### config.mk
export PLATFORM = sky130hd
export DESIGN_NAME = knight_rider_scanner_flat
export DESIGN_NICKNAME = d
export VERILOG_FILES = /design/src/rtl/knight_rider_scanner_pkg.sv /design/src/rtl/knight_rider_scanner_if.sv /design/src/rtl/knight_rider_scanner_rate_tick.sv /design/src/rtl/knight_rider_scanner.sv /design/src/flat_wrapper.sv
export SDC_FILE = /design/constraint.sdc
export NUM_CORES = 1
export LEC_CHECK = 0
export ABC_AREA = 1
export CAP_MARGIN = 20
export CORE_UTILIZATION = 58
export CTS_CLUSTER_DIAMETER = 150
export DETAILED_ROUTE_END_ITERATION = 6
export GPL_ROUTABILITY_DRIVEN = 0
export PLACE_DENSITY = 0.85
export REMOVE_ABC_BUFFERS = 1
export SYNTH_ARGS = -nofsm -noshare
export SYNTH_HDL_FRONTEND = slang
export SYNTH_SLANG_ARGS = --single-unit
### constraint.sdc
create_clock -name clk -period 3.5 [get_ports clk]
set_input_delay 0.7 -clock clk [delete_from_list [all_inputs] [get_ports clk]]
set_output_delay 0.7 -clock clk [all_outputs]
set_load 0.02 [all_outputs]
### src/rtl/knight_rider_scanner_pkg.sv
// Shared definitions for the knight-rider LED scanner: default sizes and the
// scan-mode encoding used on the mode input.
package knight_rider_scanner_pkg;

  localparam int DEF_CNT_W = 32;
  localparam int DEF_N_LED = 8;
  localparam int DEF_POS_W = 3;

  typedef enum logic {
    MODE_BOUNCE = 1'b0,
    MODE_WRAP   = 1'b1
  } mode_e;

endpackage

### src/rtl/knight_rider_scanner_if.sv
// Control/status bundle between a scanner and whatever drives it: the controller
// owns run/period/mode, the scanner owns the LED pattern and step pulse.
interface knight_rider_scanner_if
  import knight_rider_scanner_pkg::*;
#(
  parameter int CNT_W = DEF_CNT_W,
  parameter int N_LED = DEF_N_LED,
  parameter int POS_W = DEF_POS_W
);

  logic             en;
  logic [CNT_W-1:0] period;
  logic             mode;
  logic [N_LED-1:0] led;
  logic [POS_W-1:0] pos;
  logic             dir;
  logic             tick;

  modport master (
    output en, period, mode,
    input  led, pos, dir, tick
  );

  modport slave (
    input  en, period, mode,
    output led, pos, dir, tick
  );

endinterface

### src/rtl/knight_rider_scanner_rate_tick.sv
// Programmable rate generator: counts enabled cycles and expires once every
// period+1 of them. Reusable by any block needing a run-time adjustable tick.
module rate_tick #(
  parameter int CNT_W = 32
) (
  input  logic             clk,
  input  logic             rst,
  input  logic             en,
  input  logic [CNT_W-1:0] period,
  output logic             expire,
  output logic             tick
);

  logic [CNT_W-1:0] cnt;

  // ">=" rather than "==" so a period lowered below the running count expires
  // on the next enabled edge instead of waiting for the counter to wrap.
  assign expire = en && (cnt >= period);

  // NOTE: state registers use non-blocking assignments so every flop samples
  // pre-edge values; blocking here would create order-dependent simulation.
  always_ff @(posedge clk) begin
    if (rst) begin
      cnt  <= '0;
      tick <= 1'b0;
    end else begin
      tick <= expire;
      if (en) begin
        cnt <= expire ? '0 : cnt + 1'b1;
      end
    end
  end

endmodule

### src/rtl/knight_rider_scanner.sv
// Knight-rider LED scanner: a rate_tick prescaler steps a one-hot position that
// either bounces between the end LEDs or wraps around, with a registered decode.
module knight_rider_scanner
  import knight_rider_scanner_pkg::*;
#(
  parameter int CNT_W = DEF_CNT_W,
  parameter int N_LED = DEF_N_LED,
  parameter int POS_W = DEF_POS_W
) (
  input  logic                 clk,
  input  logic                 rst,
  knight_rider_scanner_if.slave bus
);

  // Two-state direction FSM; the state register is the dir output itself.
  localparam logic [0:0] UP   = 1'b0;
  localparam logic [0:0] DOWN = 1'b1;

  localparam logic [POS_W-1:0] LAST = POS_W'(N_LED - 1);

  logic             step;
  logic             tick;
  logic [POS_W-1:0] pos_q;
  logic [POS_W-1:0] pos_nxt;
  logic [0:0]       dir_q;
  logic [0:0]       dir_nxt;
  logic [N_LED-1:0] led_q;

  rate_tick #(
    .CNT_W (CNT_W)
  ) u_rate_tick (
    .clk    (clk),
    .rst    (rst),
    .en     (bus.en),
    .period (bus.period),
    .expire (step),
    .tick   (tick)
  );

  // NOTE: next-state signals get their hold value first, so every path through
  // the block assigns them and no latch is inferred.
  always_comb begin
    pos_nxt = pos_q;
    dir_nxt = dir_q;
    // A single LED has nowhere to go: position and direction stay put.
    if (step && (N_LED > 1)) begin
      if (bus.mode == MODE_WRAP) begin
        if (dir_q == UP) begin
          pos_nxt = (pos_q == LAST) ? '0 : pos_q + 1'b1;
        end else begin
          pos_nxt = (pos_q == '0) ? LAST : pos_q - 1'b1;
        end
      end else if (dir_q == UP) begin
        if (pos_q == LAST) begin
          dir_nxt = DOWN;
          pos_nxt = pos_q - 1'b1;
        end else begin
          pos_nxt = pos_q + 1'b1;
        end
      end else begin
        if (pos_q == '0) begin
          dir_nxt = UP;
          pos_nxt = pos_q + 1'b1;
        end else begin
          pos_nxt = pos_q - 1'b1;
        end
      end
    end
  end

  // Decoding pos_nxt keeps led aligned with pos on the very same edge.
  always_ff @(posedge clk) begin
    if (rst) begin
      pos_q <= '0;
      dir_q <= UP;
      led_q <= N_LED'(1);
    end else begin
      pos_q <= pos_nxt;
      dir_q <= dir_nxt;
      led_q <= N_LED'(1) << pos_nxt;
    end
  end

  assign bus.led  = led_q;
  assign bus.pos  = pos_q;
  assign bus.dir  = dir_q;
  assign bus.tick = tick;

endmodule
### src/flat_wrapper.sv
// flat-port wrapper written by rule: the top's interface ports become plain ports
module knight_rider_scanner_flat import knight_rider_scanner_pkg::*;
#(
  parameter int CNT_W = DEF_CNT_W,
  parameter int N_LED = DEF_N_LED,
  parameter int POS_W = DEF_POS_W
)
  (clk, rst, bus_en, bus_period, bus_mode, bus_led, bus_pos, bus_dir, bus_tick);
  knight_rider_scanner_if #(.CNT_W(CNT_W), .N_LED(N_LED), .POS_W(POS_W)) bus_i ();
  input  logic clk;
  input  logic rst;
  input wire logic [$bits(bus_i.en)-1:0] bus_en;
  input wire logic [$bits(bus_i.period)-1:0] bus_period;
  input wire logic [$bits(bus_i.mode)-1:0] bus_mode;
  output wire logic [$bits(bus_i.led)-1:0] bus_led;
  output wire logic [$bits(bus_i.pos)-1:0] bus_pos;
  output wire logic [$bits(bus_i.dir)-1:0] bus_dir;
  output wire logic [$bits(bus_i.tick)-1:0] bus_tick;
  assign bus_i.en = bus_en;
  assign bus_i.period = bus_period;
  assign bus_i.mode = bus_mode;
  assign bus_led = bus_i.led;
  assign bus_pos = bus_i.pos;
  assign bus_dir = bus_i.dir;
  assign bus_tick = bus_i.tick;
  knight_rider_scanner #(.CNT_W(CNT_W), .N_LED(N_LED), .POS_W(POS_W)) u_core (.clk(clk), .rst(rst), .bus(bus_i));
endmodule
==> impl_results.md <==
* Outcome: completed
* PortBufs at 48
* Drt total wl at between 6000 and 7000 um
* Cell chain of the critical path: clkdlybuf4s50_1 -> inv_1 -> ha_1 -> nand2_1 -> inv_1 -> nand2_1 -> nor2_1 -> nor2_1 -> nand2_1 -> nand2_1 -> nand2_1 -> nand2_1 -> nand2_1 -> nand2_2 -> nand2_2 -> inv_1 -> nand2_1 -> nor2_1
* DRC Markers at 0
* Layout cells sized above 1 at under 10%
* Clock power frac at a little over a third
* Die footprint at 5630 um^2
* Flops & latches, synth at 45
* Sequential area share after synthesis at between 20% and 30%
* CTS tree: built
* Antenna viol nets, final at 0
* CTS max path bufs at 2
* Worst skew pair latency at roughly 0.31 ns
* First-pass GRT wire length at 11,200 um
* Crit path time final at slightly below 3 ns
* Hold-fix buffers, CTS at 0
* Max FO, Critical Path at 25
* Reg-to-Reg End: u_core.u_rate_tick.cnt[13]
* Die Ht at 75.0 um
* Most frequent cell after synthesis: nand2_1
* # diodes at 0
* Setup Buffers After CTS at 0
* Final net count at 576
* EDFF count, synth at 0
* Cell Pwr Density at 254 nW/um^2
* Count of final hold-check violations at 0
* IO Pins at between 40 and 50
* Placed inst area at 3650 um^2
* DR vias at 2,949
* Initial Utilization at 60.6%
* Worst Hold Launch: u_core.u_rate_tick.cnt[1]
* Die width at 75.0 um
* Crit path to: u_core.u_rate_tick.cnt[29]
* CP Capture Type: register
* Synth area leader: dfxtp_1
* Synth area leaders: dfxtp_1 29%, ha_1 15%, nand2_1 12%, inv_1 9.3%, nor2_1 6.9%
* CP arrival at about 3.2 ns
* Reg2Reg Setup Slack at 1.01 ns
* Sw power at 0.000242 W
* Commonest cells in the netlist: 102 x nand2_1, 77 x inv_1, 57 x nor2_1
* Switching Share at between 20% and 30%
* Area Growth Syn to Fin at 21.0%
* Core box area at 5110 um^2
* Num rows at 26
* Final Cell Area at 3740 um^2
* HP Class: register to register
* Synth cell types at 34
* Placed wire-length estimate after detailed placement at approximately 5300 um
* Vias/cell at 5.14
* Clock transition at path regs at ~0.10 ns
* RSZ-0062 raised after global routing: false
* R2R cell count at 14
* VDD IR max at 171 uV
* Crit path launch: bus_period[7]
* P_int at 0.000710 W
* Period Utilization, post-route at a little over four fifths
* CTS Sinks at 45
* All-layer global routing usage at 25.9%
* Num CTS Buffers at 5
* Post-synth top flop: dfxtp_1
* Final setup viols at 0
* Clock Skews at approximately 0.013 ns
* Max Slew Vio Count at 0
* Async set-reset flop share out of synthesis at 0%
* Grt total ovfl at 0
* CP startpoint kind: input port
* Post-Synthesis Cells at 451
* Flop pwr share at 54.2%
* Htree depth at 2
* Synth top area share at 29.1%
* Crit path top cell by count: nand2_1
* Fmax at between 300 and 400 MHz
* Vias in the first global route at 2,739
* CTS resizes at 0
* Worst slew margin at 65.8%
* Total power at 0.000951 W
* CTS root buf: clkbuf_8
* Yosys warns at 0
* CP peak stage delay at 0.46 ns
* Critical path required time at 3.71 ns
* Routed len/inst at around 11 um
* Part of the power in combinational logic at 9.7%
* Worst r2r src: u_core.u_rate_tick.cnt[5]
* Antenna violations before repair at 0
* Place WS at about 0.25 ns
* CP max stage cell: clkdlybuf4s50_1
* Final WS setup at 0.540 ns
* CP Class: input port to register
* CP delay by family, top: simple AND/OR/NAND/NOR gates
* Largest net degree at the start of global routing at 26
* Pleak at 1.77 nW
* Pre-antenna DRT Iters at 4
* Hold WS at 0.538 ns
* Post-Syn Area at 3090 um^2
* WP buf/inv at 4
* Max-Cap Viols at 0
* Avg Cell Area, Syn at 6.86 um^2
* Measured slew at the worst slew-check pin at 0.511 ns
* TNS Setup at 0 ns
* 1st-iter DRT viols at about 140
* Critical Path Stages at 18
-- tightest hold or removal path: stages, from the launching register on --
cell and delay (ns):
dfxtp_1 0.36, nand2_1 0.08, a21oi_1 0.05
-- how the worst min path moves through the flow --
stage	cells after the start	end
2_1_floorplan	2	u_core.u_rate_tick.cnt[30]
3_3_place_gp	2	u_core.u_rate_tick.cnt[8]
3_5_place_dp	2	u_core.u_rate_tick.cnt[1]
4_1_cts	2	u_core.u_rate_tick.cnt[1]
5_1_grt	2	u_core.u_rate_tick.cnt[30]
6_report	2	u_core.u_rate_tick.cnt[1]
-- metrics by stage --
step | instances | util [%]
after detailed placement | 566 | 71.4
after CTS | 574 | 73.3
final | 574 | 73.3
after global routing | 574 | 73.3
after global placement | 566 | 71.4
after floorplan | 447 | -
-- placed cells by master (no fill, tap or decap), drive strengths merged, types with 2 or more instances in the layout --
cell type	synthesis	final
nor3b	3	3
nor3	20	20
xnor2	2	2
inv	77	78
o21ai	18	18
nand4	9	9
ha	37	37
nand2	106	106
and2	2	2
clkbuf	0	5
a21oi	24	24
xor2	9	9
clkdlybuf4s50	0	48
nand3	22	22
nor2	60	60
clkinv	1	2
dfxtp	45	45
nor4	4	4
o21a	2	2
-- power by group through the flow --
stage / logic, W / registers, W / clock network, W
finish: 0.0000923 / 0.000516 / 0.000343
global route: 0.000105 / 0.000516 / 0.000370
CTS: 0.0000930 / 0.000516 / 0.000349
detailed placement: 0.0000928 / 0.000528 / 0
global placement: 0.0000888 / 0.000528 / 0
floorplan: 0.0000399 / 0.000527 / 0
-- kinds of logic (layout without fill, tap and decap cells) --
kind of cell,after synthesis,count (layout),share of synthesized area (%)
AOI/OAI and AO/OA,49,49,8.70
and+or+nand+nor,227,227,34.0
DFF,45,45,29.1
xor gates and xnor gates,11,11,3.12
adders and majority gates,37,37,15.0
buffers and inverters,82,135,10.1
-- per-layer routing --
metal,wire [um],part of all wire (%),global-route usage [%]
met2,3140,48,44.7
met3,266,4.1,5.49
met1,3050,47,32.2
met5,0,0,0
met4,108,1.6,8.18
-- flip-flops by register name, summed over array words and instances (netlist names) --
name                     flops
u_core.bus.pos               3
u_core.u_rate_tick.tick      1
u_core.bus.led               8
u_core.u_rate_tick.cnt      32
u_core.bus.dir               1
-- area by class of cell --
class                   instances  area, um^2
clock inverters                 3        25.0
fillers                       422        1370
flip-flops and latches         45         901
inverters                      78         293
clock buffers                   5        68.8
multi-input cells             324        1880
well taps                      70        87.6
repair buffers                 49         488
Note: power is estimated with default switching activity, not from simulation.
